### config.mk
export PLATFORM = sky130hd
export DESIGN_NAME = cpu_trace_extractor
export DESIGN_NICKNAME = d
export VERILOG_FILES = /design/src/rtl/cpu_trace_extractor.sv
export SDC_FILE = /design/constraint.sdc
export NUM_CORES = 1
export LEC_CHECK = 0
export BUFFER_PORTS_ARGS = -buffer_cell sky130_fd_sc_hd__buf_2
export CAP_MARGIN = 0
export CORE_MARGIN = 2
export CORE_UTILIZATION = 40
export DETAILED_ROUTE_END_ITERATION = 8
export PLACE_DENSITY = 0.65
export SLEW_MARGIN = 10
export SYNTH_ARGS = -nofsm -noshare
export SYNTH_HDL_FRONTEND = slang
export SYNTH_SLANG_ARGS = --single-unit
### constraint.sdc
create_clock -name clk -period 6.4 [get_ports clk]
set_input_delay 0.32 -clock clk [delete_from_list [all_inputs] [get_ports clk]]
set_output_delay 0.32 -clock clk [all_outputs]
set_load 0.01 [all_outputs]
### src/rtl/cpu_trace_extractor.sv
// Purpose : parses the ASCII trace stream into shadow fields and commits them
//           as one decoded record whenever cpu_checker flags a complete line.
// Latency : '#' sampled at edge k, format_type seen at edge k+1, record and
//           valid pulse visible after edge k+1. No backpressure: one char per
//           clk is always consumed, and records are never stalled.
//
// Ports:
//   clk          rising-edge clock
//   reset        synchronous, active-low
//   char         ASCII trace character (same stream cpu_checker sees)
//   format_type  cpu_checker verdict: 00 none, 01 register write, 10 memory write
//   valid        one-cycle pulse when a record is committed
//   kind         record type copied from format_type
//   time_val     decimal time field, binary
//   pc           hex PC field
//   dest         register number (kind 01) or hex address (kind 10)
//   data         hex data field
//   reg_cnt      saturating count of kind-01 records
//   mem_cnt      saturating count of kind-10 records
module cpu_trace_extractor #(
    parameter int CNT_W = 16
) (
    input  logic             clk,
    input  logic             reset,
    input  logic [7:0]       char,
    input  logic [1:0]       format_type,
    output logic             valid,
    output logic [1:0]       kind,
    output logic [15:0]      time_val,
    output logic [31:0]      pc,
    output logic [31:0]      dest,
    output logic [31:0]      data,
    output logic [CNT_W-1:0] reg_cnt,
    output logic [CNT_W-1:0] mem_cnt
);

    localparam logic [7:0] C_CARET = 8'h5E;  // '^'
    localparam logic [7:0] C_AT    = 8'h40;  // '@'
    localparam logic [7:0] C_COLON = 8'h3A;  // ':'
    localparam logic [7:0] C_SPACE = 8'h20;  // ' '
    localparam logic [7:0] C_DOLR  = 8'h24;  // '$'
    localparam logic [7:0] C_STAR  = 8'h2A;  // '*'
    localparam logic [7:0] C_LT    = 8'h3C;  // '<'
    localparam logic [7:0] C_EQ    = 8'h3D;  // '='

    localparam logic [CNT_W-1:0] CNT_ONE = {{(CNT_W-1){1'b0}}, 1'b1};
    localparam logic [CNT_W-1:0] CNT_MAX = {CNT_W{1'b1}};

    typedef enum logic [3:0] {
        S_IDLE,
        S_TIME,
        S_PC,
        S_SEP,
        S_REG,
        S_ADDR,
        S_ARROW,
        S_EQ,
        S_DSP,
        S_DATA
    } state_t;

    state_t      state, nxt_state;
    logic [15:0] s_time, n_time;
    logic [31:0] s_pc, n_pc;
    logic [31:0] s_dest, n_dest;
    logic [31:0] s_data, n_data;

    // Character classification; hex digits are lowercase only.
    logic       is_dec;
    logic       is_hex;
    logic [3:0] nib;
    logic       commit_reg;
    logic       commit_mem;

    assign is_dec = (char >= 8'h30) && (char <= 8'h39);
    assign is_hex = is_dec || ((char >= 8'h61) && (char <= 8'h66));
    // 'a'..'f' have low nibble 1..6, so +9 maps them onto 10..15.
    assign nib    = is_dec ? char[3:0] : (char[3:0] + 4'd9);

    // format_type 11 is not a legal verdict and must not commit.
    assign commit_reg = (format_type == 2'b01);
    assign commit_mem = (format_type == 2'b10);

    always_comb begin
        nxt_state = state;
        n_time    = s_time;
        n_pc      = s_pc;
        n_dest    = s_dest;
        n_data    = s_data;
        if (char == C_CARET) begin
            // Start of line wins in every state, including mid-field.
            nxt_state = S_TIME;
            n_time    = 16'd0;
            n_pc      = 32'd0;
            n_dest    = 32'd0;
            n_data    = 32'd0;
        end else begin
            case (state)
                S_IDLE: nxt_state = S_IDLE;
                S_TIME: begin
                    if (is_dec)             n_time    = s_time * 16'd10 + {12'd0, char[3:0]};
                    else if (char == C_AT)  nxt_state = S_PC;
                    else                    nxt_state = S_IDLE;
                end
                S_PC: begin
                    if (is_hex)               n_pc      = {s_pc[27:0], nib};
                    else if (char == C_COLON) nxt_state = S_SEP;
                    else                      nxt_state = S_IDLE;
                end
                S_SEP: begin
                    if (char == C_SPACE)     nxt_state = S_SEP;
                    else if (char == C_DOLR) nxt_state = S_REG;
                    else if (char == C_STAR) nxt_state = S_ADDR;
                    else                     nxt_state = S_IDLE;
                end
                S_REG: begin
                    if (is_dec)               n_dest    = s_dest * 32'd10 + {28'd0, char[3:0]};
                    else if (char == C_SPACE) nxt_state = S_ARROW;
                    else if (char == C_LT)    nxt_state = S_EQ;
                    else                      nxt_state = S_IDLE;
                end
                S_ADDR: begin
                    if (is_hex)               n_dest    = {s_dest[27:0], nib};
                    else if (char == C_SPACE) nxt_state = S_ARROW;
                    else if (char == C_LT)    nxt_state = S_EQ;
                    else                      nxt_state = S_IDLE;
                end
                S_ARROW: begin
                    if (char == C_SPACE)   nxt_state = S_ARROW;
                    else if (char == C_LT) nxt_state = S_EQ;
                    else                   nxt_state = S_IDLE;
                end
                S_EQ: begin
                    if (char == C_EQ) nxt_state = S_DSP;
                    else              nxt_state = S_IDLE;
                end
                S_DSP: begin
                    if (char == C_SPACE) begin
                        nxt_state = S_DSP;
                    end else if (is_hex) begin
                        n_data    = {28'd0, nib};
                        nxt_state = S_DATA;
                    end else begin
                        nxt_state = S_IDLE;
                    end
                end
                S_DATA: begin
                    // '#' and any other non-hex char both end the line;
                    // the shadow is kept for the commit one cycle later.
                    if (is_hex) n_data    = {s_data[27:0], nib};
                    else        nxt_state = S_IDLE;
                end
                default: nxt_state = S_IDLE;
            endcase
        end
    end

    always_ff @(posedge clk) begin
        if (!reset) begin
            state    <= S_IDLE;
            s_time   <= 16'd0;
            s_pc     <= 32'd0;
            s_dest   <= 32'd0;
            s_data   <= 32'd0;
            valid    <= 1'b0;
            kind     <= 2'b00;
            time_val <= 16'd0;
            pc       <= 32'd0;
            dest     <= 32'd0;
            data     <= 32'd0;
            reg_cnt  <= '0;
            mem_cnt  <= '0;
        end else begin
            state  <= nxt_state;
            s_time <= n_time;
            s_pc   <= n_pc;
            s_dest <= n_dest;
            s_data <= n_data;
            valid  <= 1'b0;
            // Commit reads the pre-edge shadow, so a '^' right after '#'
            // cannot corrupt the record being committed.
            if (commit_reg || commit_mem) begin
                valid    <= 1'b1;
                kind     <= format_type;
                time_val <= s_time;
                pc       <= s_pc;
                dest     <= s_dest;
                data     <= s_data;
            end
            if (commit_reg && (reg_cnt != CNT_MAX)) reg_cnt <= reg_cnt + CNT_ONE;
            if (commit_mem && (mem_cnt != CNT_MAX)) mem_cnt <= mem_cnt + CNT_ONE;
        end
    end

endmodule

Word level (Yosys, flattened, before mapping)
Cells that the tools add are included.
{"block": "totals", "ff_bits": 263, "out_inout_bits": 147, "elab_cells": 103}
{"block": "op_classes", "add_sub_neg": 5, "mul": 2, "n_lt_le_gt_ge": 4, "n_eq_ne": 36, "muxes": 26, "bitwise_logic": 1, "n_reduce_logical": 15}
{"operator": "2-to-1 mux 32 bit", "n": 5}
{"operator": "one-hot mux 32 bit (2 select lines)", "n": 2}
{"operator": "== test 8 x 6 -> 1 bit (second input constant)", "n": 6}
{"operator": "2-to-1 mux 4 bit", "n": 9}
{"operator": "one-hot mux 4 bit (9 select lines)", "n": 1}
{"operator": "adder 16 x 1 -> 16 bit (second input constant)", "n": 2}
{"operator": "adder 32 x 4 -> 32 bit", "n": 1}
{"operator": "multiplier 32 x 3 -> 31 bit (second input constant)", "n": 1}
{"operator": "inequality test 16 bit (second input constant)", "n": 2}
{"operator": "inequality test 2 bit (second input constant)", "n": 10}
{"operator": "adder 16 x 4 -> 16 bit", "n": 1}
{"operator": "== test 4 x 3 -> 1 bit (second input constant)", "n": 4}
{"operator": "== test 8 x 7 -> 1 bit (second input constant)", "n": 2}
{"operator": "multiplier 16 x 3 -> 15 bit (second input constant)", "n": 1}
{"operator": "2-to-1 mux 3 bit", "n": 5}
{"operator": "inequality test 3 bit (second input constant)", "n": 5}
{"operator": "AND reduction 5 bit", "n": 2}
{"operator": "== test 4 x 2 -> 1 bit (second input constant)", "n": 2}
{"operator": "== test 4 bit (second input constant)", "n": 2}
{"operator": "greater-or-equal comparator 8 x 6 -> 1 bit (second input constant)", "n": 1}
{"operator": "greater-or-equal comparator 8 x 7 -> 1 bit (second input constant)", "n": 1}
{"operator": "<= comparator 8 x 6 -> 1 bit (second input constant)", "n": 1}
{"operator": "<= comparator 8 x 7 -> 1 bit (second input constant)", "n": 1}
{"operator": "adder 4 bit (second input constant)", "n": 1}
{"operator": "13 further kinds", "n": 21}

Depth between registers and ports, before layout
Gate-level depths: netlist of run 1.
{"block": "depth", "ltp_word": 7, "mapped_depth": 15, "mapped_depth_nobuf": 13}

Least setup slack after synthesis of run 1
Ideal clock, no wire load.
{"block": "synth_timing", "path_type": "register -> register", "startpoint": "register s_dest[1]", "endpoint": "register s_dest[31]", "setup_time_ns": 0.063, "arrival_time_ns": 3.681, "setup_slack_ns": 2.656, "path_stages_with_launch": 14, "synth_period_minus_slack_ns": 3.744, "path_cell_list": "dfxtp_1 -> ha_1 -> ha_1 -> fa_1 -> a211oi_2 -> o31ai_4 -> a221oi_2 -> nor2_1 -> a211oi_2 -> nand4_1 -> or2_4 -> or3_1 -> or4b_1 -> nand3_1"}
{"block": "synth_between", "elab_chain_len": 4}
{"element": "start, declared", "line": "65", "rtl": "logic [31:0] s_dest, n_dest;"}
{"element": "start signal, assigned", "line": "177", "rtl": "s_dest <= n_dest;"}
{"element": "multiplier 32 x 3 -> 31 bit", "line": "117", "rtl": "if (is_dec) n_dest = s_dest * 32'd10 + {28'd0, char[3:0]};"}
{"element": "adder 32 x 4 -> 32 bit", "line": "117"}
{"element": "2-to-1 mux 32 bit", "line": "117"}
{"element": "one-hot mux 32 bit (2 select lines)", "line": "98", "rtl": "case (state)"}
No other way between the ends. The select of a mux whose other input is x is not followed.
A chain may end at the register's enable or synchronous reset.

Final worst setup path of run 1
Same ends and word-level chain as after synthesis.

==> results of run 1 <==
stage by stage:
| step | cell area, µm² | hold slack [ps] | instances |
|---|---|---|---|
| floorplan | 13900 | 431 | 1593 |
| global placement | 15100 | 445 | 2127 |
| detailed placement | 15100 | 445 | 2127 |
| CTS | 16100 | 75.2 | 2183 |
| global route | 16100 | 85.2 | 2183 |
| finish | 16100 | 94.5 | 2183 |
where the power goes:
part           switching [mW]  internal, mW
combinational          0.0886        0.0599
sequential            0.00234          1.64
clock                   0.682          1.02
total                   0.773          2.72
cells in the final DEF (no fill, tap or decap), types with 4 or more instances in the layout:
master / count
dfxtp_1: 263
nand2_1: 187
buf_2: 157
nor2b_1: 128
mux2i_1: 125
a21oi_1: 118
nor2_1: 102
ha_1: 91
xnor2_1: 60
nand3_1: 58
o21ai_0: 40
xor2_1: 38
a211oi_1: 36
clkbuf_16: 31
and2_1: 29
nand4_1: 21
inv_1: 18
nor3_1: 18
and3_1: 17
buf_4: 13
a21o_1: 12
o211ai_1: 12
or3_1: 10
a31oi_1: 9
clkbuf_1: 8
clkbuf_8: 8
nand2b_1: 7
a21boi_0: 7
nor3b_1: 5
nor4_1: 5
o22ai_1: 5
clkinv_2: 5
o21a_1: 4
a311oi_1: 4
fa_1: 4
final timing paths:
| path | startpoint | cells after the start | slack, ps | end |
|---|---|---|---|---|
| max reg2reg | s_dest[1] | 13 | 2240 | s_dest[31] |
| min reg2reg | s_data[28] | 2 | 450 | s_data[28] |
| max | s_dest[1] | 13 | 2240 | s_dest[31] |
| min | format_type[0] | 3 | 90 | kind[0] |
final cells by class:
cell class | instances | area share [%]
multi-input cells | 1220 | 51.5
inverters | 19 | 0.444
clock inverters | 9 | 0.499
well taps | 455 | 3.54
flip-flops and latches | 263 | 32.8
repair buffers | 170 | 5.50
clock buffers | 47 | 5.70
state kept, by name, indices dropped and copies added (netlist names):
signal    count
s_time       16
valid         1
pc           32
reg_cnt      16
kind          2
s_dest       32
state         4
mem_cnt      16
data         32
time_val     16
s_pc         32
dest         32
s_data       32
critical path, cell delays in order, from the launching register on:
cell and delay [ps]:
dfxtp_1 420, ha_1 270, ha_1 250, fa_1 430, a211oi_2 340, o31ai_4 150, a221oi_2 320, nor2_1 100
a211oi_2 300, nand4_1 260, or2_4 340, or3_1 360, or4b_1 470, nand3_1 90
logic make-up (layout without fill, tap and decap cells):
family	Yosys count	after routing	share of synthesized area (%)
multiplexers	126	126	9.06
AO/OA/AOI/OAI	281	281	12.7
AND/OR/NAND/NOR	619	619	22.4
flip-flops	263	263	37.8
buffers and inverters	110	245	3.10
adder cells (fa/ha/maj)	96	96	8.84
XOR/XNOR	98	98	6.16
metal layers:
layer	global-route usage (%)	vias to the layer above	share of wire, %	routed length [µm]
met5	0	-	0.039	13
met4	5.72	2	2.4	820
met3	2.67	57	4.9	1650
met2	30.4	260	46	15600
met1	23.3	5284	46	15500
li1	-	5787	-	-
==> impl_metrics.py, run 1 <==
metrics = {
    "floorplanning": {
        "pin_count": 159,
        "row_count": 68,
        "die_y_um": 191,
        "dieArea_um2": 36300,
        "core-area_um2": 34500,
        "die_w_um": 191,
        "start_util_pct": 40.4,
    },
    "layout": {
        "final-seq-area_um2": 5270,
        "syn_to_final_growth_pct": 15.3,
        "multiInputGateArea_um2": 8280,
        "layout.nets": 1812,
        "drive_gt1_share_pct": 14.1,
        "antennaDiodeCount": 0,
        "fin_util_pct": 46.6,
        "fillCellCount": 3377,
    },
    "setup_path": {
        "critPathLaunchType": "flop",
        "worstPathRequired_ps": 6900,
        "criticalPathCategory": "reg2reg",
        "cp_max_fo": 6,
        "endpoint_kind": "flop",
        "crit_arrival_ps": 4670,
    },
    "clock_tree": {
        "cts_resized": 0,
        "cts_tree": "done",
        "clk_pin_slew_worst_paths_ps": 60,
        "cts_buffers": 30,
        "cts-root-buf": "clkbuf_16",
        "htree_levels": 1,
        "clock_latency_ps": 560,
        "ctsLongestPathBuffers": 3,
        "clock-sinks": 263,
        "post_cts_buffers": 0,
        "postCtsHoldBufs": 0,
    },
    "timing": {
        "fin_setup_tns_ps": 0,
        "worst_slew_pin_slew_ps": 1130,
        "maxSlewHeadroom_pct": 24.3,
        "fmaxAchievable_mhz": 240,
        "fin_crit_sh_pct": 65.1,
        "final_max_slew_viol_count": 0,
        "period_minus_slack_ps": 4160,
        "setup_viol": 0,
        "setup_ws_ps": 2240,
        "fin_skew_ps": 6.63,
        "hold_viol": 0,
        "rsz0062_at_grt": "no",
    },
    "logic_synthesis": {
        "synth_cell_type_count": 74,
        "ys_warn_count": 0,
        "syn-num-nets": 1701,
        "synth_flop_cell": "dfxtp_1",
        "yosysTopAreaCellShare_pct": 37.8,
        "synthCells": 1593,
        "ys_ff_latch": 263,
        "syn-cell-area_um2": 13900,
        "yosysTopAreaCell": "dfxtp_1",
        "yosysMostFrequentCell": "dfxtp_1",
        "synth-edff-count": 0,
        "postSynthAreaPerCell_um2": 8.75,
        "ys_seq_area_share_pct": 37.8,
        "synth_commonest_cells": "263 x dfxtp_1, 187 x nand2_1, 130 x nor2b_1",
        "async_flop_share_pct": 0,
        "synthTopCellsByArea": "dfxtp_1 38%, mux2i_1 9.0%, ha_1 8.3%",
    },
    "power_and_ir_drop": {
        "leakage_nw": 6.80,
        "power_mw": 3.49,
        "irDropWorstVdd_uv": 197,
        "powerDensity_nw_per_um2": 217,
    },
    "grt": {
        "grt_max_degree": 98,
        "grt_pass1_vias": 10748,
        "antenna_found_initial": 1,
        "overflow": 0,
        "grt_pass1_wl_um": 54000,
        "grtUsageTotal_pct": 17.9,
    },
    "placement": {
        "place_congestion": 0.904,
        "dp_hpwl_um": 23600,
        "io_buffers": 158,
        "place_ws_ps": 2260,
    },
    "detailed_routing": {
        "via_per_inst": 5.22,
        "drc": 0,
        "drt-initial-drc-count": 666,
        "firstDrtPassIters": 5,
        "drt-total-wl_um": 33700,
        "routedWlPerCell_um": 15.4,
        "drtAntennaViolNets": 0,
        "vias": 11390,
    },
    "outcome": {
        "status": "finished, final reports clean",
    },
    "run": {
        "maxCapViolCount": 0,
    },
    "min_path": {
        "min_path_type": "in2reg",
    },
}
Note: power is estimated with default switching activity, not from simulation.
==> inputs of run 2 (changes only) <==
Clock period 6.4 ns to 3.85 ns, I/O delays scaled along.
==> impl_metrics.py, run 2 (synthesized netlist as in run 1, its figures left out) <==
metrics = {
    "floorplanning": {
        "die_w_um": 191,
        "pin_count": 159,
        "row_count": 68,
        "die_y_um": 191,
        "start_util_pct": 40.4,
        "dieArea_um2": 36300,
        "core-area_um2": 34500,
    },
    "power_and_ir_drop": {
        "internal_power_mw": 4.59,
        "powerDensity_nw_per_um2": 356,
        "seq_power_share_pct": 45.9,
        "power_frac_clock_pct": 49.7,
        "p_sw_share_pct": 22.7,
        "pwr-share-comb_pct": 4.4,
        "power_mw": 5.94,
        "leakage_nw": 7.06,
        "power_switching_mw": 1.35,
        "irDropWorstVdd_uv": 370,
    },
    "placement": {
        "place_congestion": 0.888,
        "dp_hpwl_um": 24700,
        "place_ws_ps": -17.6,
        "io_buffers": 158,
    },
    "run": {
        "maxCapViolCount": 0,
    },
    "timing": {
        "worst_slew_pin_slew_ps": 1110,
        "fin_skew_ps": 23.9,
        "period_minus_slack_ps": 3720,
        "fmaxAchievable_mhz": 269,
        "setup_ws_ps": 127,
        "hold_viol": 0,
        "setup_viol": 0,
        "fin_crit_sh_pct": 96.7,
        "fin_setup_tns_ps": 0,
        "final_max_slew_viol_count": 0,
        "maxSlewHeadroom_pct": 26.0,
    },
    "detailed_routing": {
        "routedWlPerCell_um": 15.8,
        "drc": 0,
        "drt-total-wl_um": 35300,
        "firstDrtPassIters": 5,
        "drtAntennaViolNets": 0,
        "via_per_inst": 5.24,
        "vias": 11688,
        "drt-initial-drc-count": 657,
    },
    "setup_path": {
        "criticalPathCategory": "reg2reg",
        "crit_arrival_ps": 4230,
        "slowest_stage": "or4b_1",
        "cp_cell_sequence": "ha_1 -> ha_1 -> a21o_1 -> a31o_2 -> inv_2 -> mux2_1 -> a211oi_1 -> buf_4 -> nand4_1 -> or2_4 -> or3_4 -> or4b_1 -> nand3_1",
        "worstPathRequired_ps": 4360,
        "cp_max_fo": 7,
        "cpPeakStageDelay_ps": 470,
        "critPathLaunchType": "flop",
        "path_common_cell": "ha_1",
        "endpoint_kind": "flop",
    },
    "layout": {
        "syn_to_final_growth_pct": 19.6,
        "drive_gt1_share_pct": 18.0,
        "final_cell_mix": "255 x dfxtp_1, 187 x nand2_1, 157 x buf_2, 129 x nor2b_1, 125 x mux2i_1",
        "final_common_cell": "dfxtp_1",
        "layout.nets": 1859,
    },
    "grt": {
        "overflow": 0,
        "grt_max_degree": 93,
        "grt_pass1_wl_um": 56300,
        "grt_pass1_vias": 11094,
        "grtUsageTotal_pct": 18.8,
        "antenna_found_initial": 2,
    },
    "clock_tree": {
        "cts-root-buf": "clkbuf_16",
        "cts_tree": "done",
        "clock_latency_ps": 570,
        "ctsLongestPathBuffers": 3,
        "cts_buffers": 31,
        "htree_levels": 1,
        "clock-sinks": 263,
        "clk_pin_slew_worst_paths_ps": 60,
    },
    "min_path": {
        "min_path_type": "in2reg",
    },
    "outcome": {
        "status": "finished, final reports clean",
    },
}
==> run 2: power by group through the flow <==
stage          registers (mW)  logic (mW)  clock network [mW]
3_3_place_gp             2.79       0.258                   0
6_report                 2.73       0.259                2.95
5_1_grt                  2.73       0.278                3.16
4_1_cts                  2.73       0.263                3.04
2_1_floorplan            2.79       0.182                   0
3_5_place_dp             2.79       0.259                   0
==> run 2: repair_timing <==
action,CTS,global route
endpoints found under the setup margin,3,15
gates resized for setup,0,37
setup buffers,0,4
cloned,0,0
endpoints found under the hold margin,3,0
pin swaps,1,13
hold buffers,3,0
==> run 2: worst max-delay path: cells and delay by family (launching register included) <==
kind	cells	cell delay, ps
buffers and inverters	2	240
adder cells (fa/ha/maj)	2	700
multiplexers	1	310
AO/OA/AOI/OAI	3	720
flip-flops	1	340
AND/OR/NAND/NOR	5	1330
==> run 2: final cells by class <==
| type | instances | area (µm²) |
|---|---|---|
| inverters | 19 | 71.3 |
| repair buffers | 216 | 1290 |
| clock buffers | 41 | 893 |
| well taps | 455 | 569 |
| clock inverters | 16 | 151 |
| flip-flops and latches | 263 | 5280 |
| multi-input cells | 1220 | 8410 |
| fillers | 3251 | 17800 |
| diodes | 2 | 5.00 |
==> run 2: path summary, 6_finish.rpt <==
check        slack, ps  depth (start not counted)         end        from
max                130                         13  s_dest[31]  s_dest[17]
min                 40                          4    state[1]     char[4]
max reg2reg        130                         13  s_dest[31]  s_dest[17]
min reg2reg        450                          2  s_data[30]  s_data[30]
==> run 2: stage by stage <==
stage,std cells,area (µm²),hold WS [ps],utilization [%]
floorplan,1593,13900,340,-
global placement,2166,15400,445,44.7
finish,2232,16700,41.8,48.4
detailed placement,2166,15400,447,44.7
CTS,2226,16500,25.9,47.8
global route,2232,16700,31.9,48.4
==> run 2: per-layer routing <==
metal / global-route usage, % / up-vias / part of all wire [%]
met3: 2.43 / 56 / 4.3
met2: 31.7 / 221 / 47
met1: 25.0 / 5519 / 47
met4: 5.87 / 0 / 2.5
li1: - / 5892 / -
met5: 0 / - / 0
